File: src/rtl/mux_nway_reg.sv
// Registered N-way multiplexer with a valid/ready handshake on every channel and on the output.
// Round-robin selection is built only when MUX_NWAY_RR_EN is defined; otherwise selection is fixed via sel.
module mux_nway_reg #(
    parameter  int WIDTH  = 32,
    parameter  int NUM_IN = 4,
    localparam int SEL_W  = ($clog2(NUM_IN) > 1) ? $clog2(NUM_IN) : 1
) (
    input  logic                    clk,
    input  logic                    rst_n,
    input  logic [SEL_W-1:0]        sel,
    input  logic                    rr_mode,
    input  logic [NUM_IN-1:0]       in_valid,
    input  logic [NUM_IN*WIDTH-1:0] in_data,
    output logic [NUM_IN-1:0]       in_ready,
    output logic                    out_valid,
    output logic [WIDTH-1:0]        out_data,
    input  logic                    out_ready,
    output logic [SEL_W-1:0]        grant
);

    logic             out_valid_q, out_valid_d;
    logic [WIDTH-1:0] out_data_q,  out_data_d;
    logic [SEL_W-1:0] grant_q,     grant_d;
    logic             slot_free;
    logic             cand_found;
    logic [SEL_W-1:0] cand;
    logic             xfer;

    assign slot_free = !out_valid_q || out_ready;

    // NOTE: every signal written here gets a default first, so no latch is inferred.
    always_comb begin
        in_ready = '0;
        if (rst_n && cand_found && slot_free) begin
            in_ready[cand] = 1'b1;
        end
        xfer = |(in_valid & in_ready);

        out_valid_d = out_valid_q;
        out_data_d  = out_data_q;
        grant_d     = grant_q;
        if (xfer) begin
            out_valid_d = 1'b1;
            out_data_d  = in_data[int'(cand)*WIDTH +: WIDTH];
            grant_d     = cand;
        end else if (out_ready) begin
            out_valid_d = 1'b0;
        end
    end

    // NOTE: registers use non-blocking assignments so every flop samples pre-edge values.
    // NOTE: out_data is reset too, so a word discarded by reset is never visible afterwards.
    always_ff @(posedge clk or negedge rst_n) begin
        if (!rst_n) begin
            out_valid_q <= 1'b0;
            out_data_q  <= '0;
            grant_q     <= '0;
        end else begin
            out_valid_q <= out_valid_d;
            out_data_q  <= out_data_d;
            grant_q     <= grant_d;
        end
    end

`ifdef MUX_NWAY_RR_EN
    logic [SEL_W-1:0] ptr_q, ptr_d;
    logic [SEL_W-1:0] rr_cand;
    logic             rr_found;

    // Rotating-priority search: first valid channel at ptr_q, ptr_q+1, ... modulo NUM_IN.
    always_comb begin
        rr_found = 1'b0;
        rr_cand  = '0;
        for (int k = 0; k < NUM_IN; k++) begin
            if (!rr_found && in_valid[(int'(ptr_q) + k) % NUM_IN]) begin
                rr_found = 1'b1;
                rr_cand  = SEL_W'((int'(ptr_q) + k) % NUM_IN);
            end
        end
    end

    always_comb begin
        cand       = sel;
        cand_found = (int'(sel) < NUM_IN);
        if (rr_mode) begin
            cand       = rr_cand;
            cand_found = rr_found;
        end
    end

    // The pointer only advances on round-robin transfers and survives fixed-mode periods.
    always_comb begin
        ptr_d = ptr_q;
        if (rr_mode && xfer) begin
            ptr_d = SEL_W'((int'(cand) + 1) % NUM_IN);
        end
    end

    always_ff @(posedge clk or negedge rst_n) begin
        if (!rst_n) begin
            ptr_q <= '0;
        end else begin
            ptr_q <= ptr_d;
        end
    end
`else
    logic unused_rr_mode;
    assign unused_rr_mode = rr_mode;

    assign cand       = sel;
    assign cand_found = (int'(sel) < NUM_IN);
`endif

    assign out_valid = out_valid_q;
    assign out_data  = out_data_q;
    assign grant     = grant_q;

endmodule
File: config.mk
export PLATFORM = sky130hd
export DESIGN_NAME = mux_nway_reg
export DESIGN_NICKNAME = d
export VERILOG_FILES = /design/src/rtl/mux_nway_reg.sv
export SDC_FILE = /design/constraint.sdc
export NUM_CORES = 1
export LEC_CHECK = 0
export CORE_UTILIZATION = 38
export CTS_BUF_LIST = sky130_fd_sc_hd__clkbuf_2 sky130_fd_sc_hd__clkbuf_4 sky130_fd_sc_hd__clkbuf_8
export CTS_CLUSTER_DIAMETER = 100
export DETAILED_ROUTE_END_ITERATION = 8
export GPL_TIMING_DRIVEN = 1
export PLACE_DENSITY_LB_ADDON = 0.08
export SYNTH_ARGS = -nofsm -noshare
export SYNTH_HDL_FRONTEND = slang
export SYNTH_SLANG_ARGS = --single-unit
export TNS_END_PERCENT = 5
File: constraint.sdc
create_clock -name clk -period 2.3 [get_ports clk]
set_input_delay 0.23 -clock clk [delete_from_list [all_inputs] [get_ports clk]]
set_output_delay 0.23 -clock clk [all_outputs]
set_load 0.05 [all_outputs]
==> impl_results.html, run 1 <==
<table>
<tr><th>Metric</th><th>Value</th></tr>
<tr><th colspan="2">Logic synthesis</th></tr>
<tr><td>Count of state elements after synthesis</td><td>35</td></tr>
<tr><td>Fraction of the mapped netlist area in adder cells</td><td>0</td></tr>
<tr><td>Nets in the synthesized netlist</td><td>271</td></tr>
<tr><td>Number of synthesized flops with an enable pin</td><td>0</td></tr>
<tr><td>Main area contributors after synthesis</td><td>sky130_fd_sc_hd__dfrtp_1 (38%), sky130_fd_sc_hd__mux4_2 (32%), sky130_fd_sc_hd__mux2_4 (19%)</td></tr>
<tr><td>Most numerous cell types in the synthesized netlist</td><td>sky130_fd_sc_hd__dfrtp_1 (35), sky130_fd_sc_hd__mux4_2 (33), sky130_fd_sc_hd__mux2_4 (29), sky130_fd_sc_hd__buf_6 (6), sky130_fd_sc_hd__mux2_1 (5)</td></tr>
<tr><td>Proportion of register bits with asynchronous set or reset after synthesis</td><td>1.00</td></tr>
<tr><td>Post-synthesis compound-gate area fraction</td><td>0.0140</td></tr>
<tr><td>Commonest register cell after synthesis</td><td>sky130_fd_sc_hd__dfrtp_1</td></tr>
<tr><td>Post-Syn Area per Cell</td><td>roughly 18 um^2</td></tr>
<tr><td>Library cell occupying the most area in the post-synthesis netlist</td><td>sky130_fd_sc_hd__dfrtp_1</td></tr>
<tr><td>Simple-gate share of the synthesized area</td><td>0.0274</td></tr>
<tr><td>Mux contribution to synthesized area</td><td>0.539</td></tr>
<tr><td>Dominant combinational cell family by area after synthesis</td><td>multiplexers</td></tr>
<tr><td>Sequential fraction of the synthesis area</td><td>0.376</td></tr>
<tr><td>Synthesis Warnings</td><td>0</td></tr>
<tr><td>Fraction of post-synthesis cell area in the top cell type by area</td><td>0.376</td></tr>
<tr><td>Number of cells produced by synthesis</td><td>133</td></tr>
<tr><td>Distinct cell type count of the synthesized netlist</td><td>21</td></tr>
<tr><td>Top-count cell post-synth</td><td>sky130_fd_sc_hd__dfrtp_1</td></tr>
<tr><td>Netlist area before placement</td><td>0.00233 mm^2</td></tr>
<tr><td>Parity-gate share of the synthesized area counting xor and xnor cells</td><td>0</td></tr>
<tr><th colspan="2">Timing</th></tr>
<tr><td>Final hold vios</td><td>0</td></tr>
<tr><td>Slew headroom</td><td>0.634</td></tr>
<tr><td>Final setup fails</td><td>0</td></tr>
<tr><td>Worst setup margin</td><td>~0.24 ns</td></tr>
<tr><td>Worst hold-check slack</td><td>0.456 ns</td></tr>
<tr><td>Slew at the pin closest to its max-slew limit</td><td>0.548 ns</td></tr>
<tr><td>Fmax</td><td>485 MHz</td></tr>
<tr><td>Final period utilization</td><td>0.896</td></tr>
<tr><td>Max Clock Skew</td><td>0.00439 ns</td></tr>
<tr><td>Setup repair after global routing missed its margin</td><td>false</td></tr>
<tr><td>Slew Limit Fails</td><td>0</td></tr>
<tr><td>Shortest period the worst path allows</td><td>2.06 ns</td></tr>
<tr><th colspan="2">Floorplan</th></tr>
<tr><td>Die ar.</td><td>between 0.006 and 0.007 mm^2</td></tr>
<tr><td>Total I/O pin count</td><td>177</td></tr>
<tr><td>DIE HEIGHT</td><td>80.3 um</td></tr>
<tr><td>Standard-cell rows</td><td>28</td></tr>
<tr><td>Horizontal die dimension</td><td>80.3 um</td></tr>
<tr><td>Core ar.</td><td>0.00592 mm^2</td></tr>
<tr><td>Effective utilization at floorplan</td><td>0.394</td></tr>
<tr><th colspan="2">Clock tree</th></tr>
<tr><td>Number of buffers created by CTS</td><td>5</td></tr>
<tr><td>CTS sink count</td><td>35</td></tr>
<tr><td>Setup repair bufs after CTS</td><td>0</td></tr>
<tr><td>TritonCTS clock tree</td><td>built</td></tr>
<tr><td>Clock latency reported for the late side of the worst-skew pair</td><td>0.27 ns</td></tr>
<tr><td>CTS H-tree lvls</td><td>2</td></tr>
<tr><td>Worst-path clk slew</td><td>0.07 ns</td></tr>
<tr><td>CTS root buf</td><td>sky130_fd_sc_hd__clkbuf_8</td></tr>
<tr><td>Maximum clock path buffer count</td><td>2</td></tr>
<tr><th colspan="2">Route</th></tr>
<tr><td>Detailed-route vias per instance</td><td>between 5 and 6</td></tr>
<tr><td>Routed WL per cell</td><td>16.7 um</td></tr>
<tr><td>First-iteration detailed-routing DRC count</td><td>45</td></tr>
<tr><td>First-pass DRT Iterations</td><td>4</td></tr>
<tr><td>DRT antenna net count</td><td>0</td></tr>
<tr><td>Number of design rule violations left after detail routing</td><td>0</td></tr>
<tr><td>Count of vias placed by the detailed router</td><td>1979</td></tr>
<tr><td>Total wirelength of the detailed-routed design</td><td>6430 um</td></tr>
<tr><th colspan="2">Global routing</th></tr>
<tr><td>Via count of the first global-routing pass</td><td>~2100</td></tr>
<tr><td>Global-route wire length before repair</td><td>9980 um</td></tr>
<tr><td>Initial antenna violation count</td><td>0</td></tr>
<tr><td>GRT Overall Usage</td><td>0.207</td></tr>
<tr><td>Pin count of the biggest net entering global routing</td><td>23</td></tr>
<tr><td>Final global-route overflow total</td><td>0</td></tr>
<tr><th colspan="2">Pwr</th></tr>
<tr><td>Leak pwr</td><td>1.75 nW</td></tr>
<tr><td>Pwr per Cell Area</td><td>about 700 mW/mm^2</td></tr>
<tr><td>Power after layout</td><td>3.04 mW</td></tr>
<tr><td>Worst ir drop on vdd</td><td>0.395 mV</td></tr>
<tr><th colspan="2">Cells and area</th></tr>
<tr><td>Diode insertion count for antenna repair</td><td>0</td></tr>
<tr><td>Area overhead of the layout relative to synthesis</td><td>83.6%</td></tr>
<tr><td>Share of final-layout standard cells stronger than drive strength 1</td><td>0.277</td></tr>
<tr><td>Final-layout fill cell count</td><td>425</td></tr>
<tr><td>Multi-input combinational cell area</td><td>0.00135 mm^2</td></tr>
<tr><td>Final cell count without fillers</td><td>385</td></tr>
<tr><td>Design Area, Final</td><td>roughly 0.0043 mm^2</td></tr>
<tr><td>Net count of the finished layout</td><td>448</td></tr>
<tr><td>Register area</td><td>876 um^2</td></tr>
<tr><th colspan="2">Placement</th></tr>
<tr><td>GP Congestion</td><td>approximately 0.69</td></tr>
<tr><td>Half-perimeter wire length of the detailed placement result</td><td>5290 um</td></tr>
<tr><td>Port Buffer Count</td><td>175</td></tr>
<tr><td>Setup slack at placement</td><td>0.322 ns</td></tr>
<tr><td>Instance area at placement</td><td>0.00418 mm^2</td></tr>
<tr><td>Post-Place Cells</td><td>377</td></tr>
<tr><th colspan="2">Flow run</th></tr>
<tr><td># Max-Cap Violations</td><td>0</td></tr>
<tr><th colspan="2">Critical path</th></tr>
<tr><td>Maximum fanout count along the critical path</td><td>21</td></tr>
<tr><td>Arrival time at the worst endpoint</td><td>1.83 ns</td></tr>
<tr><td>Cell chain of the critical path</td><td>dlygate4sd3_1 -&gt; buf_2 -&gt; nand2_1 -&gt; nor3_1 -&gt; buf_12</td></tr>
<tr><td>Maximum cell stage delay along the critical path</td><td>0.52 ns</td></tr>
<tr><td>Data required time at the worst endpoint</td><td>approximately 2.1 ns</td></tr>
<tr><td>Category of the most critical setup path</td><td>input pin to primary output</td></tr>
<tr><td>CP max-delay cell</td><td>sky130_fd_sc_hd__dlygate4sd3_1</td></tr>
<tr><td>Register-to-register path setup slack</td><td>0.83 ns</td></tr>
<tr><td>Critical Path Start Type</td><td>input pin</td></tr>
<tr><td>Nature of the critical path endpoint</td><td>primary output</td></tr>
<tr><th colspan="2">Hold path</th></tr>
<tr><td>Worst min-delay path class</td><td>input pin to async pin</td></tr>
<tr><th colspan="2">Run status</th></tr>
<tr><td>Status</td><td>complete, no violations</td></tr>
</table>
layer usage:
metal	global-route usage	vias to the layer above	wire length [um]
met2	0.371	96	3240
met3	0.0557	12	574
met4	0.0750	0	167
li1	-	889	-
met1	0.234	982	2460
met5	0	-	0
stage by stage:
step                setup TNS (ns)  utilization
floorplan                   -0.105            -
global placement                 0        0.706
detailed placement               0        0.706
CTS                              0        0.723
global route                     0        0.723
finish                           0        0.723
logic make-up after synthesis:
family	count (synthesis)
mux	69
flops	35
buf+inv	14
simple gates	11
compound gates	4
flip-flops by register name (all words and copies together), names as in the netlist:
signal	flops
out_valid	1
grant	2
out_data	32
worst paths after layout:
path / cells past startpoint / to / start
max reg2reg: 4 / out_data[15]$_DFFE_PN0P_ / out_valid$_DFFE_PN0P_
min: 2 / out_data[4]$_DFFE_PN0P_ / rst_n
min reg2reg: 1 / out_data[16]$_DFFE_PN0P_ / out_data[16]$_DFFE_PN0P_
max: 5 / in_ready[2] / rst_n
max in group asynchronous: 3 / out_data[24]$_DFFE_PN0P_ / rst_n
min in group clk: 1 / out_data[16]$_DFFE_PN0P_ / out_data[16]$_DFFE_PN0P_
cells in the final DEF, fill, tap and decap left out:
cell type                         instances
sky130_fd_sc_hd__a22o_1                   1
sky130_fd_sc_hd__a31o_1                   1
sky130_fd_sc_hd__a31oi_1                  1
sky130_fd_sc_hd__buf_12                   6
sky130_fd_sc_hd__buf_2                    3
sky130_fd_sc_hd__buf_4                    5
sky130_fd_sc_hd__clkbuf_8                 6
sky130_fd_sc_hd__clkdlybuf4s50_1        168
sky130_fd_sc_hd__clkinv_2                 1
sky130_fd_sc_hd__dfrtp_1                 35
sky130_fd_sc_hd__dlygate4sd3_1            1
sky130_fd_sc_hd__inv_1                    1
sky130_fd_sc_hd__mux2_1                   5
sky130_fd_sc_hd__mux2_2                   2
sky130_fd_sc_hd__mux2_4                  29
sky130_fd_sc_hd__mux4_2                  33
sky130_fd_sc_hd__nand2_1                  2
sky130_fd_sc_hd__nand2b_1                 1
sky130_fd_sc_hd__nand3_1                  3
sky130_fd_sc_hd__nand3_4                  1
sky130_fd_sc_hd__nor2_1                   2
sky130_fd_sc_hd__nor3_1                   2
sky130_fd_sc_hd__o2bb2ai_1                1
what timing repair did:
action                                  4_1_cts  5_1_grt
resized for setup                             0        0
endpoints found under the setup margin        0        0
hold endpoints to repair                     13        0
hold buffers                                  1        0
cell type report:
type	count	area share
Timing Repair Buffer	183	0.436
Sequential cell	35	0.205
Multi-Input combinational cell	84	0.316
Tap cell	75	0.0219
Inverter	1	0.000877
Clock inverter	1	0.00117
Clock buffer	6	0.0193
report_power, final:
group / leakage, nW / switching [mW] / internal, mW / total [mW]
Clock: 0.0470 / 0.203 / 0.235 / 0.437
Sequential: 0.409 / 0.0956 / 0.787 / 0.883
Combinational: 1.29 / 0.901 / 0.822 / 1.72
worst max-delay path, delay by kind of cell:
| family | cells | cell delay (ns) |
|---|---|---|
| buffers and inverters | 3 | 1.13 |
| and+or+nand+nor | 2 | 0.45 |
Power figures use the tool's default switching activity.
==> run 2, diff against run 1 <==
--- a/config.mk
+++ b/config.mk
@@ -5,12 +5,14 @@
 export SDC_FILE = /design/constraint.sdc
 export NUM_CORES = 1
 export LEC_CHECK = 0
+export CORE_ASPECT_RATIO = 0.8
 export CORE_UTILIZATION = 38
 export CTS_BUF_LIST = sky130_fd_sc_hd__clkbuf_2 sky130_fd_sc_hd__clkbuf_4 sky130_fd_sc_hd__clkbuf_8
 export CTS_CLUSTER_DIAMETER = 100
 export DETAILED_ROUTE_END_ITERATION = 8
 export GPL_TIMING_DRIVEN = 1
 export PLACE_DENSITY_LB_ADDON = 0.08
+export SLEW_MARGIN = 30
 export SYNTH_ARGS = -nofsm -noshare
 export SYNTH_HDL_FRONTEND = slang
 export SYNTH_SLANG_ARGS = --single-unit
==> run 2 against run 1 <==
Fmax grew 9.5%. Combinational power about the same. Total power shrank 0.47%. Critical endpoint unchanged. First-iteration DRC count shrank 4.4%. Setup slack improved by 0.18 ns. Utilization down 0.10 points. Die area hardly changed. Largest cell class unchanged. Worst hold slack got worse by 0.11 ns. Design area shrank 0.29%. Highest routed layer unchanged.
==> impl_results.html, run 2 (synthesis gave the netlist of run 1 again) <==
<table>
<tr><th>Metric</th><th>Value</th></tr>
<tr><th colspan="2">Run status</th></tr>
<tr><td>Status</td><td>complete, no violations</td></tr>
<tr><th colspan="2">Floorplan</th></tr>
<tr><td>Effective utilization at floorplan</td><td>0.394</td></tr>
<tr><td>Core ar.</td><td>roughly 0.0059 mm^2</td></tr>
<tr><td>DIE HEIGHT</td><td>roughly 72 um</td></tr>
<tr><td>Horizontal die dimension</td><td>between 80 and 90 um</td></tr>
<tr><td>Standard-cell rows</td><td>25</td></tr>
<tr><td>Total I/O pin count</td><td>~180</td></tr>
<tr><td>Die ar.</td><td>0.00645 mm^2</td></tr>
<tr><th colspan="2">Critical path</th></tr>
<tr><td>Capturing point of the worst reg2reg path</td><td>out_data[16]$_DFFE_PN0P_</td></tr>
<tr><td>Maximum fanout count along the critical path</td><td>8</td></tr>
<tr><td>Data required time at the worst endpoint</td><td>2.07 ns</td></tr>
<tr><td>Nature of the critical path endpoint</td><td>primary output</td></tr>
<tr><td>Worst Reg-to-Reg Cells</td><td>4</td></tr>
<tr><td>First element of the critical path</td><td>out_ready</td></tr>
<tr><td>Maximum cell stage delay along the critical path</td><td>0.45 ns</td></tr>
<tr><td>Reg-to-reg critical path startpoint</td><td>out_valid$_DFFE_PN0P_</td></tr>
<tr><td>Crit path max-delay family</td><td>simple AND/OR/NAND/NOR gates</td></tr>
<tr><td>Worst path buffer plus inverter count</td><td>2</td></tr>
<tr><td>Category of the most critical setup path</td><td>input pin to primary output</td></tr>
<tr><td>Critical Path Start Type</td><td>input pin</td></tr>
<tr><td>Arrival time at the worst endpoint</td><td>1.65 ns</td></tr>
<tr><td>CP max-delay cell</td><td>sky130_fd_sc_hd__clkdlybuf4s50_1</td></tr>
<tr><td>Register-to-register path setup slack</td><td>0.86 ns</td></tr>
<tr><td>Cell chain of the critical path</td><td>clkdlybuf4s50_1 -&gt; nand2b_1 -&gt; nand2_1 -&gt; nor3_1 -&gt; buf_12</td></tr>
<tr><th colspan="2">Route</th></tr>
<tr><td>First-pass DRT Iterations</td><td>4</td></tr>
<tr><td>Number of design rule violations left after detail routing</td><td>0</td></tr>
<tr><td>DRT antenna net count</td><td>0</td></tr>
<tr><td>Routed WL per cell</td><td>15.7 um</td></tr>
<tr><td>Detailed-route vias per instance</td><td>between 4 and 5</td></tr>
<tr><td>First-iteration detailed-routing DRC count</td><td>43</td></tr>
<tr><td>Count of vias placed by the detailed router</td><td>1908</td></tr>
<tr><td>Total wirelength of the detailed-routed design</td><td>about 6100 um</td></tr>
<tr><th colspan="2">Clock tree</th></tr>
<tr><td>Maximum clock path buffer count</td><td>2</td></tr>
<tr><td>CTS sink count</td><td>35</td></tr>
<tr><td>Setup repair bufs after CTS</td><td>0</td></tr>
<tr><td>TritonCTS clock tree</td><td>built</td></tr>
<tr><td>Count of instances resized after the clock tree is built</td><td>0</td></tr>
<tr><td>Clock latency reported for the late side of the worst-skew pair</td><td>0.28 ns</td></tr>
<tr><td>CTS H-tree lvls</td><td>2</td></tr>
<tr><td>CTS root buf</td><td>sky130_fd_sc_hd__clkbuf_8</td></tr>
<tr><td>Worst-path clk slew</td><td>around 0.060 ns</td></tr>
<tr><td>Number of buffers added to fix hold violations after cts</td><td>1</td></tr>
<tr><td>Number of buffers created by CTS</td><td>5</td></tr>
<tr><th colspan="2">Timing</th></tr>
<tr><td>Final period utilization</td><td>0.818</td></tr>
<tr><td>Worst hold-check slack</td><td>0.343 ns</td></tr>
<tr><td>Setup total negative slack</td><td>0 ns</td></tr>
<tr><td>Shortest period the worst path allows</td><td>1.88 ns</td></tr>
<tr><td>Final setup fails</td><td>0</td></tr>
<tr><td>Fmax</td><td>approximately 530 MHz</td></tr>
<tr><td>Max Clock Skew</td><td>0.00515 ns</td></tr>
<tr><td>Slew Limit Fails</td><td>0</td></tr>
<tr><td>Slew at the pin closest to its max-slew limit</td><td>0.541 ns</td></tr>
<tr><td>Final hold vios</td><td>0</td></tr>
<tr><td>Slew headroom</td><td>0.638</td></tr>
<tr><td>Setup repair after global routing missed its margin</td><td>false</td></tr>
<tr><th colspan="2">Cells and area</th></tr>
<tr><td>Final-layout fill cell count</td><td>417</td></tr>
<tr><td>Post-layout util</td><td>0.722</td></tr>
<tr><td>Share of final-layout standard cells stronger than drive strength 1</td><td>0.275</td></tr>
<tr><td>Commonest non-fill, non-tap cell in the layout</td><td>sky130_fd_sc_hd__clkdlybuf4s50_1</td></tr>
<tr><td>Leading cell types in the layout, fill and taps excluded</td><td>sky130_fd_sc_hd__clkdlybuf4s50_1 (168), sky130_fd_sc_hd__dfrtp_1 (35), sky130_fd_sc_hd__mux4_2 (33)</td></tr>
<tr><td>Area overhead of the layout relative to synthesis</td><td>83.0%</td></tr>
<tr><td>Flip-flop count of the largest register after layout</td><td>32</td></tr>
<tr><td>Diode insertion count for antenna repair</td><td>0</td></tr>
<tr><td>Final cell count without fillers</td><td>390</td></tr>
<tr><td>Net count of the finished layout</td><td>447</td></tr>
<tr><th colspan="2">Pwr</th></tr>
<tr><td>Pwr per Cell Area</td><td>slightly above 700 mW/mm^2</td></tr>
<tr><td>Net switching fraction of the power</td><td>0.393</td></tr>
<tr><td>Gate power share</td><td>0.565</td></tr>
<tr><td>Worst ir drop on vdd</td><td>0.431 mV</td></tr>
<tr><td>Sequential share of power</td><td>0.291</td></tr>
<tr><td>Part of the total power dissipated in the clock network</td><td>0.144</td></tr>
<tr><td>Leak pwr</td><td>1.74 nW</td></tr>
<tr><td>Internal power</td><td>1.84 mW</td></tr>
<tr><td>Net load switching power</td><td>1.19 mW</td></tr>
<tr><th colspan="2">Global routing</th></tr>
<tr><td>GRT Overall Usage</td><td>0.192</td></tr>
<tr><td>Initial antenna violation count</td><td>0</td></tr>
<tr><td>Final global-route overflow total</td><td>0</td></tr>
<tr><td>Via count of the first global-routing pass</td><td>1939</td></tr>
<tr><td>Global-route wire length before repair</td><td>approximately 9400 um</td></tr>
<tr><td>Pin count of the biggest net entering global routing</td><td>34</td></tr>
<tr><th colspan="2">Placement</th></tr>
<tr><td>Port Buffer Count</td><td>175</td></tr>
<tr><td>Half-perimeter wire length of the detailed placement result</td><td>5010 um</td></tr>
<tr><td>Post-Place Cells</td><td>382</td></tr>
<tr><td>GP Congestion</td><td>~0.69</td></tr>
<tr><th colspan="2">Flow run</th></tr>
<tr><td># Max-Cap Violations</td><td>0</td></tr>
<tr><th colspan="2">Hold path</th></tr>
<tr><td>Worst min-delay path class</td><td>input pin to async pin</td></tr>
</table>
run 2: power by group through the flow:
stage	clock (mW)	sequential, mW	combinational (mW)
final	0.438	0.881	1.71
after global routing	0.480	0.904	1.78
after CTS	0.454	0.884	1.73
after detailed placement	0	0.890	1.72
after global placement	0	0.884	1.71
after floorplan	0	1.50	0.440
run 2: cell type report:
class | count | area, um^2 | share of cell area
repair buffers | 182 | 1840 | 0.432
multi-input cells | 84 | 1350 | 0.317
flip-flops and latches | 35 | 876 | 0.205
well taps | 81 | 101 | 0.0238
clock buffers | 6 | 82.6 | 0.0194
clock inverters | 1 | 5.00 | 0.00117
inverters | 1 | 3.75 | 0.000880
run 2: worst max path at each step:
stage	cells past startpoint	endpoint
global route	5	in_ready[2]
CTS	5	in_ready[2]
global placement	5	out_data[15]$_DFFE_PN0P_
detailed placement	5	out_data[16]$_DFFE_PN0P_
finish	5	in_ready[2]
floorplan	4	in_ready[0]
run 2: per-layer routing:
layer / share of wire / GRT usage / up-vias / wire (um)
met1: 0.41 / 0.245 / 930 / 2500
met4: 0.010 / 0.0441 / 0 / 64
met5: 0 / 0 / - / 0
met2: 0.50 / 0.330 / 86 / 3070
met3: 0.080 / 0.0478 / 6 / 488
li1: - / - / 886 / -
run 2: metrics by stage:
| stage | instance area, um^2 | worst slack, ns | total power [mW] |
|---|---|---|---|
| floorplan | 2330 | -0.0523 | 1.94 |
| global placement | 4170 | 0.270 | 2.59 |
| detailed placement | 4170 | 0.258 | 2.61 |
| CTS | 4270 | 0.397 | 3.06 |
| global route | 4270 | 0.254 | 3.17 |
| finish | 4270 | 0.418 | 3.03 |
